[src/rtl/timekeeper_pkg.sv]
// Shared widths, default moduli and a range helper for the hh:mm:ss timekeeper.
package timekeeper_pkg;

  localparam int SEC_W       = 6;
  localparam int MIN_W       = 6;
  localparam int HR_W        = 5;
  localparam int SEC_MOD_DEF = 60;
  localparam int MIN_MOD_DEF = 60;
  localparam int HR_MOD_DEF  = 24;

  // Zero-extended operands keep the compare exact even when a modulus is 2**width.
  function automatic logic in_range(input logic [6:0] val, input logic [6:0] lim);
    return (val < lim);
  endfunction

endpackage

[src/rtl/timekeeper_hms_mod_counter.sv]
// One modulo-MOD time field: counts up or down, presets, and flags a wrap so the next field can chain.
module mod_counter #(
  parameter int MOD = 60,
  parameter int W   = 6
) (
  input  logic         clk,
  input  logic         rst_n,
  input  logic         en,
  input  logic         dir,
  input  logic         load,
  input  logic [W-1:0] load_val,
  output logic [W-1:0] count,
  output logic         wrap,
  output logic [W-1:0] count_nxt
);

  localparam logic [W-1:0] ZERO = W'(0);
  localparam logic [W-1:0] ONE  = W'(1);
  localparam logic [W-1:0] MAXV = W'(MOD - 1);

  logic [W-1:0] r_count;
  logic [W-1:0] w_step;
  logic         w_at_bound;

  // One step in the selected direction, folding around the modulus.
  always_comb begin
    w_step     = r_count;
    w_at_bound = 1'b0;
    if (dir) begin
      if (r_count == ZERO) begin
        w_step     = MAXV;
        w_at_bound = 1'b1;
      end else begin
        w_step = r_count - ONE;
      end
    end else begin
      if (r_count == MAXV) begin
        w_step     = ZERO;
        w_at_bound = 1'b1;
      end else begin
        w_step = r_count + ONE;
      end
    end
  end

  // Value the field takes at the next edge; preset has priority over stepping.
  always_comb begin
    count_nxt = r_count;
    if (load) begin
      count_nxt = load_val;
    end else if (en) begin
      count_nxt = w_step;
    end else begin
      count_nxt = r_count;
    end
  end

  // Field state register.
  always_ff @(posedge clk or negedge rst_n) begin
    if (!rst_n) begin
      r_count <= ZERO;
    end else begin
      r_count <= count_nxt;
    end
  end

  assign count = r_count;
  assign wrap  = en & w_at_bound & ~load;

endmodule

[src/rtl/timekeeper_hms.sv]
// Hours:minutes:seconds timekeeper with up/down ticking, validated preset, alarm compare and wrap pulses.
module timekeeper_hms
  import timekeeper_pkg::*;
#(
  parameter int SEC_MOD = SEC_MOD_DEF,
  parameter int MIN_MOD = MIN_MOD_DEF,
  parameter int HR_MOD  = HR_MOD_DEF
) (
  input  logic             clk,
  input  logic             rst_n,
  input  logic             tick_en,
  input  logic             dir,
  input  logic             load,
  input  logic [SEC_W-1:0] load_sec,
  input  logic [MIN_W-1:0] load_min,
  input  logic [HR_W-1:0]  load_hr,
  input  logic             alm_en,
  input  logic [SEC_W-1:0] alm_sec,
  input  logic [MIN_W-1:0] alm_min,
  input  logic [HR_W-1:0]  alm_hr,
  output logic [SEC_W-1:0] sec,
  output logic [MIN_W-1:0] min,
  output logic [HR_W-1:0]  hr,
  output logic             sec_wrap,
  output logic             min_wrap,
  output logic             day_wrap,
  output logic             alarm_hit,
  output logic             load_err
);

  localparam logic [6:0] SEC_LIM = 7'(SEC_MOD);
  localparam logic [6:0] MIN_LIM = 7'(MIN_MOD);
  localparam logic [6:0] HR_LIM  = 7'(HR_MOD);

  logic             w_load_ok;
  logic             w_load_acc;
  logic             w_tick;
  logic             w_sec_wrap;
  logic             w_min_wrap;
  logic             w_hr_wrap;
  logic [SEC_W-1:0] w_sec_nxt;
  logic [MIN_W-1:0] w_min_nxt;
  logic [HR_W-1:0]  w_hr_nxt;
  logic             w_alarm_match;

  logic r_sec_wrap;
  logic r_min_wrap;
  logic r_day_wrap;
  logic r_alarm_hit;
  logic r_load_err;

  assign w_load_ok  = in_range({1'b0, load_sec}, SEC_LIM) &
                      in_range({1'b0, load_min}, MIN_LIM) &
                      in_range({2'b00, load_hr}, HR_LIM);
  assign w_load_acc = load & w_load_ok;
  // Any load strobe, valid or not, swallows a tick in the same cycle.
  assign w_tick     = tick_en & ~load;

  mod_counter #(.MOD(SEC_MOD), .W(SEC_W)) u_sec (
    .clk       (clk),
    .rst_n     (rst_n),
    .en        (w_tick),
    .dir       (dir),
    .load      (w_load_acc),
    .load_val  (load_sec),
    .count     (sec),
    .wrap      (w_sec_wrap),
    .count_nxt (w_sec_nxt)
  );

  mod_counter #(.MOD(MIN_MOD), .W(MIN_W)) u_min (
    .clk       (clk),
    .rst_n     (rst_n),
    .en        (w_sec_wrap),
    .dir       (dir),
    .load      (w_load_acc),
    .load_val  (load_min),
    .count     (min),
    .wrap      (w_min_wrap),
    .count_nxt (w_min_nxt)
  );

  mod_counter #(.MOD(HR_MOD), .W(HR_W)) u_hr (
    .clk       (clk),
    .rst_n     (rst_n),
    .en        (w_min_wrap),
    .dir       (dir),
    .load      (w_load_acc),
    .load_val  (load_hr),
    .count     (hr),
    .wrap      (w_hr_wrap),
    .count_nxt (w_hr_nxt)
  );

  // Next time is always in range, so out-of-range alarm values can never match.
  assign w_alarm_match = (w_sec_nxt == alm_sec) & (w_min_nxt == alm_min) & (w_hr_nxt == alm_hr);

  // Single-cycle status pulses aligned with the updated time.
  always_ff @(posedge clk or negedge rst_n) begin
    if (!rst_n) begin
      r_sec_wrap  <= 1'b0;
      r_min_wrap  <= 1'b0;
      r_day_wrap  <= 1'b0;
      r_alarm_hit <= 1'b0;
      r_load_err  <= 1'b0;
    end else begin
      r_sec_wrap  <= w_sec_wrap;
      r_min_wrap  <= w_min_wrap;
      r_day_wrap  <= w_hr_wrap;
      r_alarm_hit <= w_tick & alm_en & w_alarm_match;
      r_load_err  <= load & ~w_load_ok;
    end
  end

  assign sec_wrap  = r_sec_wrap;
  assign min_wrap  = r_min_wrap;
  assign day_wrap  = r_day_wrap;
  assign alarm_hit = r_alarm_hit;
  assign load_err  = r_load_err;

endmodule

[config.mk]
export PLATFORM = sky130hd
export DESIGN_NAME = timekeeper_hms
export DESIGN_NICKNAME = d
export VERILOG_FILES = /design/src/rtl/timekeeper_pkg.sv /design/src/rtl/timekeeper_hms_mod_counter.sv /design/src/rtl/timekeeper_hms.sv
export SDC_FILE = /design/constraint.sdc
export NUM_CORES = 1
export LEC_CHECK = 0
export CORE_AREA = 4 4 69 71
export DETAILED_ROUTE_END_ITERATION = 10
export DIE_AREA = 0 0 73 75
export GPL_TIMING_DRIVEN = 1
export PLACE_DENSITY_LB_ADDON = 0.3
export SLEW_MARGIN = 20
export SYNTH_ARGS = -nofsm -noshare
export SYNTH_HDL_FRONTEND = slang
export SYNTH_SLANG_ARGS = --single-unit
[constraint.sdc]
create_clock -name clk -period 6 [get_ports clk]
set_clock_uncertainty 0.15 [all_clocks]
set_input_delay 1.8 -clock clk [delete_from_list [all_inputs] [get_ports clk]]
set_output_delay 1.8 -clock clk [all_outputs]
set_load 0.005 [all_outputs]
-- Yosys cells after proc, flatten, opt, wreduce, memory -nomap -nowiden
Cells that the tools add are included.
- register bits: 22
- output and inout bits: 22
- word-level logic and storage cells: 68
- input port bits: 40
- add/subtract/negate cells: 6
- reductions and logical operators: 3
- multiplexer cells: 24
- order comparisons: 3
- equal/unequal tests: 6
- bitwise operators: 18
- operators by type and width (operator ; number):
    $mux W6 ; 10
    $mux W5 ; 5
    $and A1 B1 Y1 ; 15
    $add A6 B1 Y6 const B ; 2
    $eq A6 B6 Y1 ; 2
    $eq A6 B6 Y1 const B ; 2
    $logic_not A6 Y1 ; 2
    $lt A6 B6 Y1 const B ; 2
    $sub A6 B1 Y6 const B ; 2
    $mux W1 ; 9
    $add A5 B1 Y5 const B ; 1
    $eq A5 B5 Y1 ; 1
    $eq A5 B5 Y1 const B ; 1
    $logic_not A5 Y1 ; 1
    $lt A5 B5 Y1 const B ; 1
    $sub A5 B1 Y5 const B ; 1
    $not A1 Y1 ; 3

-- Logic depth before layout (Yosys ltp)
Gate-level depths: netlist of run 1.
- word-level depth: 13
- mapped depth: 13
- gate-level depth less buffers: 11

-- By module
From an unflattened synthesis of run 1, not the netlist that was laid out.
- cells, all modules: 246
- area total of the unflattened synthesis: 2064.5 um^2
- modules (own cells, without submodules) (module ; area each (um^2) ; instances ; seq. area each (um^2) ; cells an instance):
    mod_counter at u_min ... ; 625.6 ; 2 ; 150.1 ; 78
    mod_counter at u_hr ; 454.2 ; 1 ; 125.1 ; 54
    timekeeper_hms ; 359.1 ; 1 ; 125.1 ; 36

-- Worst setup path after synthesis of run 1
Ideal clock, no wire load.
- path kind: input to register
- start: input dir
- end: register r_alarm_hit, in the netlist alarm_hit
- path buffers: 0
- stages: 9
- path slack: 2.014 ns
- data required time: 5.754 ns
- arrival time: 3.741 ns
- setup time: 0.096 ns
- path through: nand3b_1 > or3_2 > a21o_2 > inv_1 > mux2i_1 > xnor2_1 > a2111oi_0 > a41oi_1 > nor4_2
- cells in the longest elaborated chain, start to end: 10
- elaborated cells on any way between the ends: 21
- those cells by class: eq/ne: 3; mux: 11; bitwise: 7
- RTL lines (item ; RTL line ; text):
    start, declared ; timekeeper_hms.sv:12 ; input logic dir,
    $mux W1 ; timekeeper_hms_mod_counter.sv:29 ; if (dir) begin
    $and A1 B1 Y1 (4 in a row) ; timekeeper_hms_mod_counter.sv:68 ; assign wrap = en & w_at_bound & ~load;
    $mux W5 ; timekeeper_hms_mod_counter.sv:51 ; end else if (en) begin
    $mux W5 ; timekeeper_hms_mod_counter.sv:49 ; if (load) begin
    $eq A5 B5 Y1 ; timekeeper_hms.sv:96 ; assign w_alarm_match = (w_sec_nxt == alm_sec) & (w_min_nxt == alm_min) & (w_hr_nxt == alm_hr);
    $and A1 B1 Y1 (*) ; timekeeper_hms.sv:96 ;
    $and A1 B1 Y1 (*) ; timekeeper_hms.sv:110 ; r_alarm_hit <= w_tick & alm_en & w_alarm_match;
    end signal, assigned ; timekeeper_hms.sv:110 ;
    end, declared ; timekeeper_hms.sv:49 ; logic r_alarm_hit;
Mark *: on every way between the ends. The rest lies on a longest branch, timed or not.

-- Worst setup path in the final report of run 1
Ends and elaborated chain as after synthesis.

==> results of run 1 <==
per-stage QoR:
stage | setup WS, ns | utilization, % | cell area, um2
after floorplan | 2.01 | - | 2040
after global placement | 1.16 | 62.4 | 2640
after detailed placement | 0.888 | 62.4 | 2640
after CTS | 1.13 | 63.7 | 2700
after global routing | 0.764 | 63.6 | 2690
final | 1.15 | 63.6 | 2690
per-layer routing:
layer | vias to the layer above | share of wire (%) | track usage, %
li1 | 1021 | - | -
met1 | 985 | 47 | 31.1
met2 | 81 | 46 | 36.1
met3 | 6 | 6.0 | 2.67
met4 | 0 | 0.89 | 4.92
met5 | - | 0 | 0
power groups by stage:
stage / sequential, mW / clock [mW] / combinational, mW
floorplan: 0.195 / 0 / 0.161
global placement: 0.215 / 0 / 0.242
detailed placement: 0.216 / 0 / 0.244
CTS: 0.213 / 0.113 / 0.246
global route: 0.219 / 0.118 / 0.269
finish: 0.214 / 0.112 / 0.246
how the worst max path moves through the flow:
stage / start / end / slack [ns] / cells past startpoint
finish: dir / alarm_hit / 1.15 / 11
global placement: dir / alarm_hit / 1.16 / 11
global route: dir / alarm_hit / 0.76 / 11
detailed placement: dir / alarm_hit / 0.89 / 11
CTS: dir / alarm_hit / 1.13 / 11
floorplan: dir / alarm_hit / 2.01 / 9
flip-flops by register name (all words and copies together), names as in the netlist:
register and cells:
u_sec.count 6, u_min.count 6, sec_wrap 1, load_err 1, u_hr.count 5, min_wrap 1, day_wrap 1, alarm_hit 1
critical path, stage by stage:
cell                              delay, ns
sky130_fd_sc_hd__clkdlybuf4s50_1       0.48
sky130_fd_sc_hd__buf_4                 0.25
sky130_fd_sc_hd__nor4bb_1              0.31
sky130_fd_sc_hd__nand2_1               0.20
sky130_fd_sc_hd__a21o_2                0.31
sky130_fd_sc_hd__inv_1                 0.30
sky130_fd_sc_hd__mux2i_1               0.33
sky130_fd_sc_hd__xnor2_1               0.10
sky130_fd_sc_hd__a2111oi_0             0.42
sky130_fd_sc_hd__a41oi_1               0.20
sky130_fd_sc_hd__nor4_2                0.17
cell usage in the layout (no fill, tap or decap), types with 2 or more instances in the layout:
cell type and count:
sky130_fd_sc_hd__clkdlybuf4s50_1 60, sky130_fd_sc_hd__nand2_1 28, sky130_fd_sc_hd__dfrtp_1 22, sky130_fd_sc_hd__nor2_1 19
sky130_fd_sc_hd__o21ai_0 19, sky130_fd_sc_hd__inv_1 14, sky130_fd_sc_hd__a21oi_1 13, sky130_fd_sc_hd__xnor2_1 13
sky130_fd_sc_hd__nand3_1 9, sky130_fd_sc_hd__xor2_1 6, sky130_fd_sc_hd__ha_1 6, sky130_fd_sc_hd__nand4_1 5
sky130_fd_sc_hd__mux2i_1 5, sky130_fd_sc_hd__nand3b_1 4, sky130_fd_sc_hd__nor3_1 4, sky130_fd_sc_hd__o31ai_1 4
sky130_fd_sc_hd__a31oi_1 4, sky130_fd_sc_hd__clkbuf_8 4, sky130_fd_sc_hd__o31a_1 3, sky130_fd_sc_hd__o22ai_1 3
sky130_fd_sc_hd__a22oi_1 3, sky130_fd_sc_hd__buf_4 3, sky130_fd_sc_hd__nor4b_1 2, sky130_fd_sc_hd__mux2_2 2
sky130_fd_sc_hd__o311ai_0 2, sky130_fd_sc_hd__or2_2 2, sky130_fd_sc_hd__o211a_1 2, sky130_fd_sc_hd__a21o_2 2
sky130_fd_sc_hd__a22o_1 2, sky130_fd_sc_hd__a41oi_1 2, sky130_fd_sc_hd__o21bai_1 2, sky130_fd_sc_hd__and3_1 2
sky130_fd_sc_hd__a2111oi_0 2, sky130_fd_sc_hd__o2111a_1 2
area by class of cell:
class,count,area [um2],share of cell area [%]
multi-input combinational,198,1340,49.8
clock buffer,4,55.1,2.04
sequential,22,551,20.4
timing repair buffer,64,628,23.3
inverter,14,52.6,1.95
tap,52,65.1,2.42
kinds of logic after synthesis:
kind of cell,share of synthesized area [%]
flip-flops,27.0
AND/OR/NAND/NOR,22.2
multiplexers,3.55
adder cells (fa/ha/maj),3.68
XOR/XNOR,8.95
AO/OA/AOI/OAI,27.4
buffers and inverters,7.29
==> results.txt, run 1 <==
----------------------------------------------------
[Status]
  Status ... finished, final reports clean

[Routing]
  Total number of vias ... 2,093
  Routed len/inst ... approximately 17 um
  Final wirelength ... between 5000 and 6000 um
  Drt pass-1 iters ... 4
  First DRT Iteration DRCs ... ~180
  DRC violation count after routing ... 0
  Antenna violation net count after detailed routing ... 0
  Routed via count divided by cell count ... around 5.9

[STA]
  Unrepaired setup endpoints after global routing ... false
  Final Hold Fails ... 0
  Smallest hold slack ... 0.557 ns
  Slew at the pin with the worst max-slew slack ... roughly 0.53 ns
  Max-Slew Margin vs Limit ... 63.8%
  Achievable clock frequency ... slightly above 200 MHz
  Number of slew-limit violations in the final report ... 0
  Setup_tns ... 0 ns
  Setup violations, final ... 0
  Min Tclk post-route ... ~4.9 ns
  Tcrit/Tclk final ... 80.9%

[Clock network]
  Number of sinks handled by clock tree synthesis ... 22
  Skew-Pair Late Insertion Delay ... 0.27 ns
  Maximum buffer depth of the clock tree ... 2
  TritonCTS clock tree ... yes
  Hold buffers post-CTS ... 0
  Cts bufs inserted ... 3
  Postcts setup bufs ... 0
  Clock slew at reported path FFs ... 0.08 ns
  Clk Tree Root Cell ... sky130_fd_sc_hd__clkbuf_8
  Cells resized by post-CTS repair ... 0
  Number of H-tree levels ... 1

[Critical path]
  Endpoint kind of the worst setup timing path ... flip-flop
  Data required time of the worst path ... 6.03 ns
  Number of cells on the worst reg-to-reg path ... 10
  Crit path DAT ... 4.88 ns
  FF-to-FF setup slack ... approximately 2.5 ns
  Highest fanout seen on the critical path ... 20
  Origin of the critical flop-to-flop path ... u_sec.count[1]
  Crit Path Category ... input pin to flip-flop
  Crit path launch type ... input pin
  Endpoint of the lowest-slack register-to-register path ... alarm_hit

[Min path]
  Instance count along the most critical hold path ... 1
  Class of the tightest hold or removal check ... flip-flop to flip-flop
  Startpoint of the lowest-slack hold path ... u_hr.count[3]
  Worst Hold Endpoint ... day_wrap

[Final layout]
  Post-route non-filler standard cell count ... 354
  Layout overhead on the synthesized area ... 31.9%
  Diode insertion count for antenna repair ... 0
  Final net count ... 349
  Total of fill cells in the finished design ... 366
  Fraction of layout cells with a size suffix above 1 ... 8.94%

[Synthesis]
  Share of Yosys cell area claimed by the top area cell type ... 27.0%
  Number of enable flip-flop cells after synthesis ... 0
  Yosys warnings ... 0
  Biggest area contributors in the synthesized netlist ... sky130_fd_sc_hd__dfrtp_1 (27%), sky130_fd_sc_hd__xnor2_1 (5.6%), sky130_fd_sc_hd__nand2_1 (5.1%)
  Dominant cell type by area after synthesis ... sky130_fd_sc_hd__dfrtp_1
  Most repeated cell in the gate-level netlist after synthesis ... sky130_fd_sc_hd__nand2_1
  Share of synthesized area occupied by flip-flops and latches ... 27.0%
  Most frequent cells after synthesis ... sky130_fd_sc_hd__nand2_1 (28), sky130_fd_sc_hd__dfrtp_1 (22), sky130_fd_sc_hd__nor2_1 (19), sky130_fd_sc_hd__o21ai_0 (19), sky130_fd_sc_hd__inv_1 (14)
  Number of synthesized register bits ... 22
  Share of flip-flops with an asynchronous set or reset after synthesis ... 100%
  Instance count of the mapped netlist ... 248
  Net count of the mapped netlist ... between 200 and 300
  Most common flop cell mapped by yosys ... sky130_fd_sc_hd__dfrtp_1
  Syn avg cell area ... 8.23 um2
  Post-synth design cell area ... 2040 um2
  Distinct cells, synth ... 61

[Pwr]
  Power Internal ... approximately 0.36 mW
  Clock network fraction of total power ... about a fifth
  Pwr dens ... 212 nW/um2
  Net load switching power ... ~0.21 mW
  Comb power frac ... roughly 43%
  Static leakage power ... 1.12 nW
  Share of power burned in registers ... 37.5%
  Power after layout ... approximately 0.57 mW
  Proportion of total power due to net switching ... 37.4%
  Maximum VDD drop ... roughly 0.14 mV

[Floorplanning]
  Area of the die ... 5480 um2
  DIE HEIGHT ... 75 um
  Core Footprint ... between 4000 and 5000 um2
  Number of primary I/O pins ... 62
  Die span in x ... between 70 and 80 um
  Effective utilization at floorplan ... between 40% and 50%
  Core Rows ... 24

[Global route]
  GRT Residual Overflow ... 0
  Antenna violations before repair ... 0
  Total routing resource utilization after global routing ... 22.0%
  Vias in the first global route ... 1,941
  Pin count of the biggest net entering global routing ... 23
  Global-route wire length before repair ... 9420 um

[Placed design]
  Count of buffers inserted at the top-level ports ... 61
  Count of placed standard cells including taps ... 350
  Placed wire-length estimate after detailed placement ... 4630 um
  RePlAce Congestion ... 0.962

[Run]
  Maximum capacitance violations ... 0

----------------------------------------------------
Note: power is estimated with default switching activity, not from simulation.
==> run 2: changes to the inputs <==
- CORE_AREA: 4 4 69 71 -> 4 4 74 76
- DIE_AREA: 0 0 73 75 -> 0 0 78 80
- clock period: 6 -> 4.1 ns (I/O delays scaled with it)
==> run 2 against run 1 <==
Against the previous run:
- sequential share of layout area decreased by 0.79 points
- clock power increased by 83%
- count of clock-buffer cells in the layout decreased by 1
- register-to-register slack got worse by 1.4 ns
- routed wire length increased by 0.59%
==> results.txt, run 2 (synthesis results as in run 1) <==
----------------------------------------------------
[Routing]
  Antenna violation net count after detailed routing ... 0
  Routed via count divided by cell count ... 5.70
  Final wirelength ... 6020 um
  DRC violation count after routing ... 0
  First DRT Iteration DRCs ... 162
  Routed len/inst ... between 15 and 20 um
  Drt pass-1 iters ... 4
  Total number of vias ... between 2,000 and 2,500

[Pwr]
  Power after layout ... roughly 0.88 mW
  Maximum VDD drop ... 0.216 mV
  Static leakage power ... around 1.2 nW
  Pwr dens ... 315 nW/um2

[Clock network]
  Cells resized by post-CTS repair ... 0
  Clk Tree Root Cell ... sky130_fd_sc_hd__clkbuf_8
  Number of sinks handled by clock tree synthesis ... 22
  Maximum buffer depth of the clock tree ... 2
  Skew-Pair Late Insertion Delay ... 0.27 ns
  Number of H-tree levels ... 1
  Hold buffers post-CTS ... 0
  Postcts setup bufs ... 0
  TritonCTS clock tree ... yes
  Clock slew at reported path FFs ... around 0.090 ns
  Cts bufs inserted ... 3

[Run]
  Maximum capacitance violations ... 0

[Critical path]
  Crit Path Category ... input pin to flip-flop
  Crit path DAT ... 3.85 ns
  Crit path launch type ... input pin
  Endpoint kind of the worst setup timing path ... flip-flop
  Crit path cell chain ... clkdlybuf4s50_1 -> nand3b_1 -> or3_2 -> a221oi_4 -> buf_12 -> a21oi_1 -> o31ai_1 -> xnor2_1 -> nand4_1 -> nor4_2
  FF-to-FF setup slack ... a little over 1 ns
  Highest fanout seen on the critical path ... 11
  Data required time of the worst path ... 4.13 ns
  Critical path's slowest cell ... sky130_fd_sc_hd__or3_2
  Peak per-stage delay on the critical path ... 0.51 ns

[Min path]
  Class of the tightest hold or removal check ... flip-flop to flip-flop

[Final layout]
  Area of the multi-input gates ... roughly 1300 um2
  Fraction of layout cells with a size suffix above 1 ... 11.3%
  Post-route non-filler standard cell count ... between 300 and 400
  Commonest non-fill, non-tap cell in the layout ... sky130_fd_sc_hd__clkdlybuf4s50_1
  Diode insertion count for antenna repair ... 0
  Post-route standard cell area excluding fillers ... about 2800 um2
  Sequential cell area ... 551 um2
  Most frequent cells in the layout ... sky130_fd_sc_hd__clkdlybuf4s50_1 (60), sky130_fd_sc_hd__nand2_1 (28), sky130_fd_sc_hd__dfrtp_1 (22)
  Final net count ... roughly 360
  Total of fill cells in the finished design ... 431
  Layout overhead on the synthesized area ... 37.2%

[Global route]
  Met1 routing resource usage after global routing ... 27.0%
  Fraction of met3 tracks used by global routing ... 2.26%
  Antenna violations before repair ... 0
  Global-route wire length before repair ... 9850 um
  Total routing resource utilization after global routing ... about 20%
  GRT Residual Overflow ... 0
  Busiest layer in global routing ... met2
  Global Route met2 Usage ... 33.0%
  Vias in the first global route ... 2,049
  Pin count of the biggest net entering global routing ... 23

[STA]
  Tcrit/Tclk final ... 93.3%
  Setup violations, final ... 0
  Achievable clock frequency ... 261 MHz
  Crit path setup slack, layout ... 0.274 ns
  Max-Slew Margin vs Limit ... 60.4%
  Unrepaired setup endpoints after global routing ... false
  Setup_tns ... 0 ns
  Slew at the pin with the worst max-slew slack ... between 0.5 and 0.6 ns
  Final Hold Fails ... 0
  Min Tclk post-route ... 3.83 ns
  Number of slew-limit violations in the final report ... 0

[Placed design]
  Count of placed standard cells including taps ... 373
  Count of buffers inserted at the top-level ports ... 61
  Instance area after placement ... ~2700 um2
  Worst-case setup slack after placement ... 0.0457 ns
  RePlAce Congestion ... 0.903
  Placed wire-length estimate after detailed placement ... approximately 4800 um

[Floorplanning]
  Die span in x ... 78 um
  Core Footprint ... 4720 um2
  Effective utilization at floorplan ... between 40% and 50%
  Core Rows ... 25
  DIE HEIGHT ... around 80 um
  Number of primary I/O pins ... 62
  Area of the die ... roughly 6200 um2

[Status]
  Status ... finished, final reports clean

----------------------------------------------------
run 2: worst max-delay path, delay by kind of cell:
kind | cells | cell delay (ns)
simple gates | 4 | 1.07
xor+xnor | 1 | 0.16
compound gates | 3 | 0.74
buf+inv | 2 | 0.63
run 2: layout make-up:
| class | count | area share, % |
|---|---|---|
| Clock buffer | 3 | 1.47 |
| Clock inverter | 1 | 1.07 |
| Inverter | 14 | 1.88 |
| Multi-Input combinational cell | 198 | 47.9 |
| Sequential cell | 22 | 19.7 |
| Tap cell | 67 | 2.99 |
| Timing Repair Buffer | 72 | 25.0 |
run 2: final timing paths:
| kind | from | to | depth (start not counted) |
|---|---|---|---|
| max | dir | alarm_hit | 10 |
| min | u_hr.count[3] | day_wrap | 1 |
| max reg2reg | u_sec.count[1] | alarm_hit | 10 |
| min reg2reg | u_hr.count[3] | day_wrap | 1 |
| max in group asynchronous | rst_n | u_min.count[1] | 1 |
| min in group asynchronous | rst_n | u_sec.count[1] | 1 |
run 2: power breakdown:
part,total [mW],internal (mW),switching (mW)
Clock,0.205,0.131,0.0743
Combinational,0.363,0.197,0.166
Sequential,0.313,0.244,0.0691
Total,0.881,0.571,0.310
run 2: layer usage:
| metal | up-vias | part of all wire (%) | wire length (um) |
|---|---|---|---|
| li1 | 1040 | - | - |
| met1 | 1014 | 45 | 2710 |
| met2 | 89 | 47 | 2840 |
| met3 | 6 | 6.8 | 411 |
| met4 | 0 | 0.93 | 56 |
| met5 | - | 0 | 0 |
run 2: metrics by stage:
stage | util (%) | hold WS (ns)
after floorplan | - | 0.503
after global placement | 57.9 | 0.533
after detailed placement | 57.9 | 0.527
after CTS | 59.4 | 0.545
after global routing | 59.3 | 0.573
final | 59.3 | 0.551
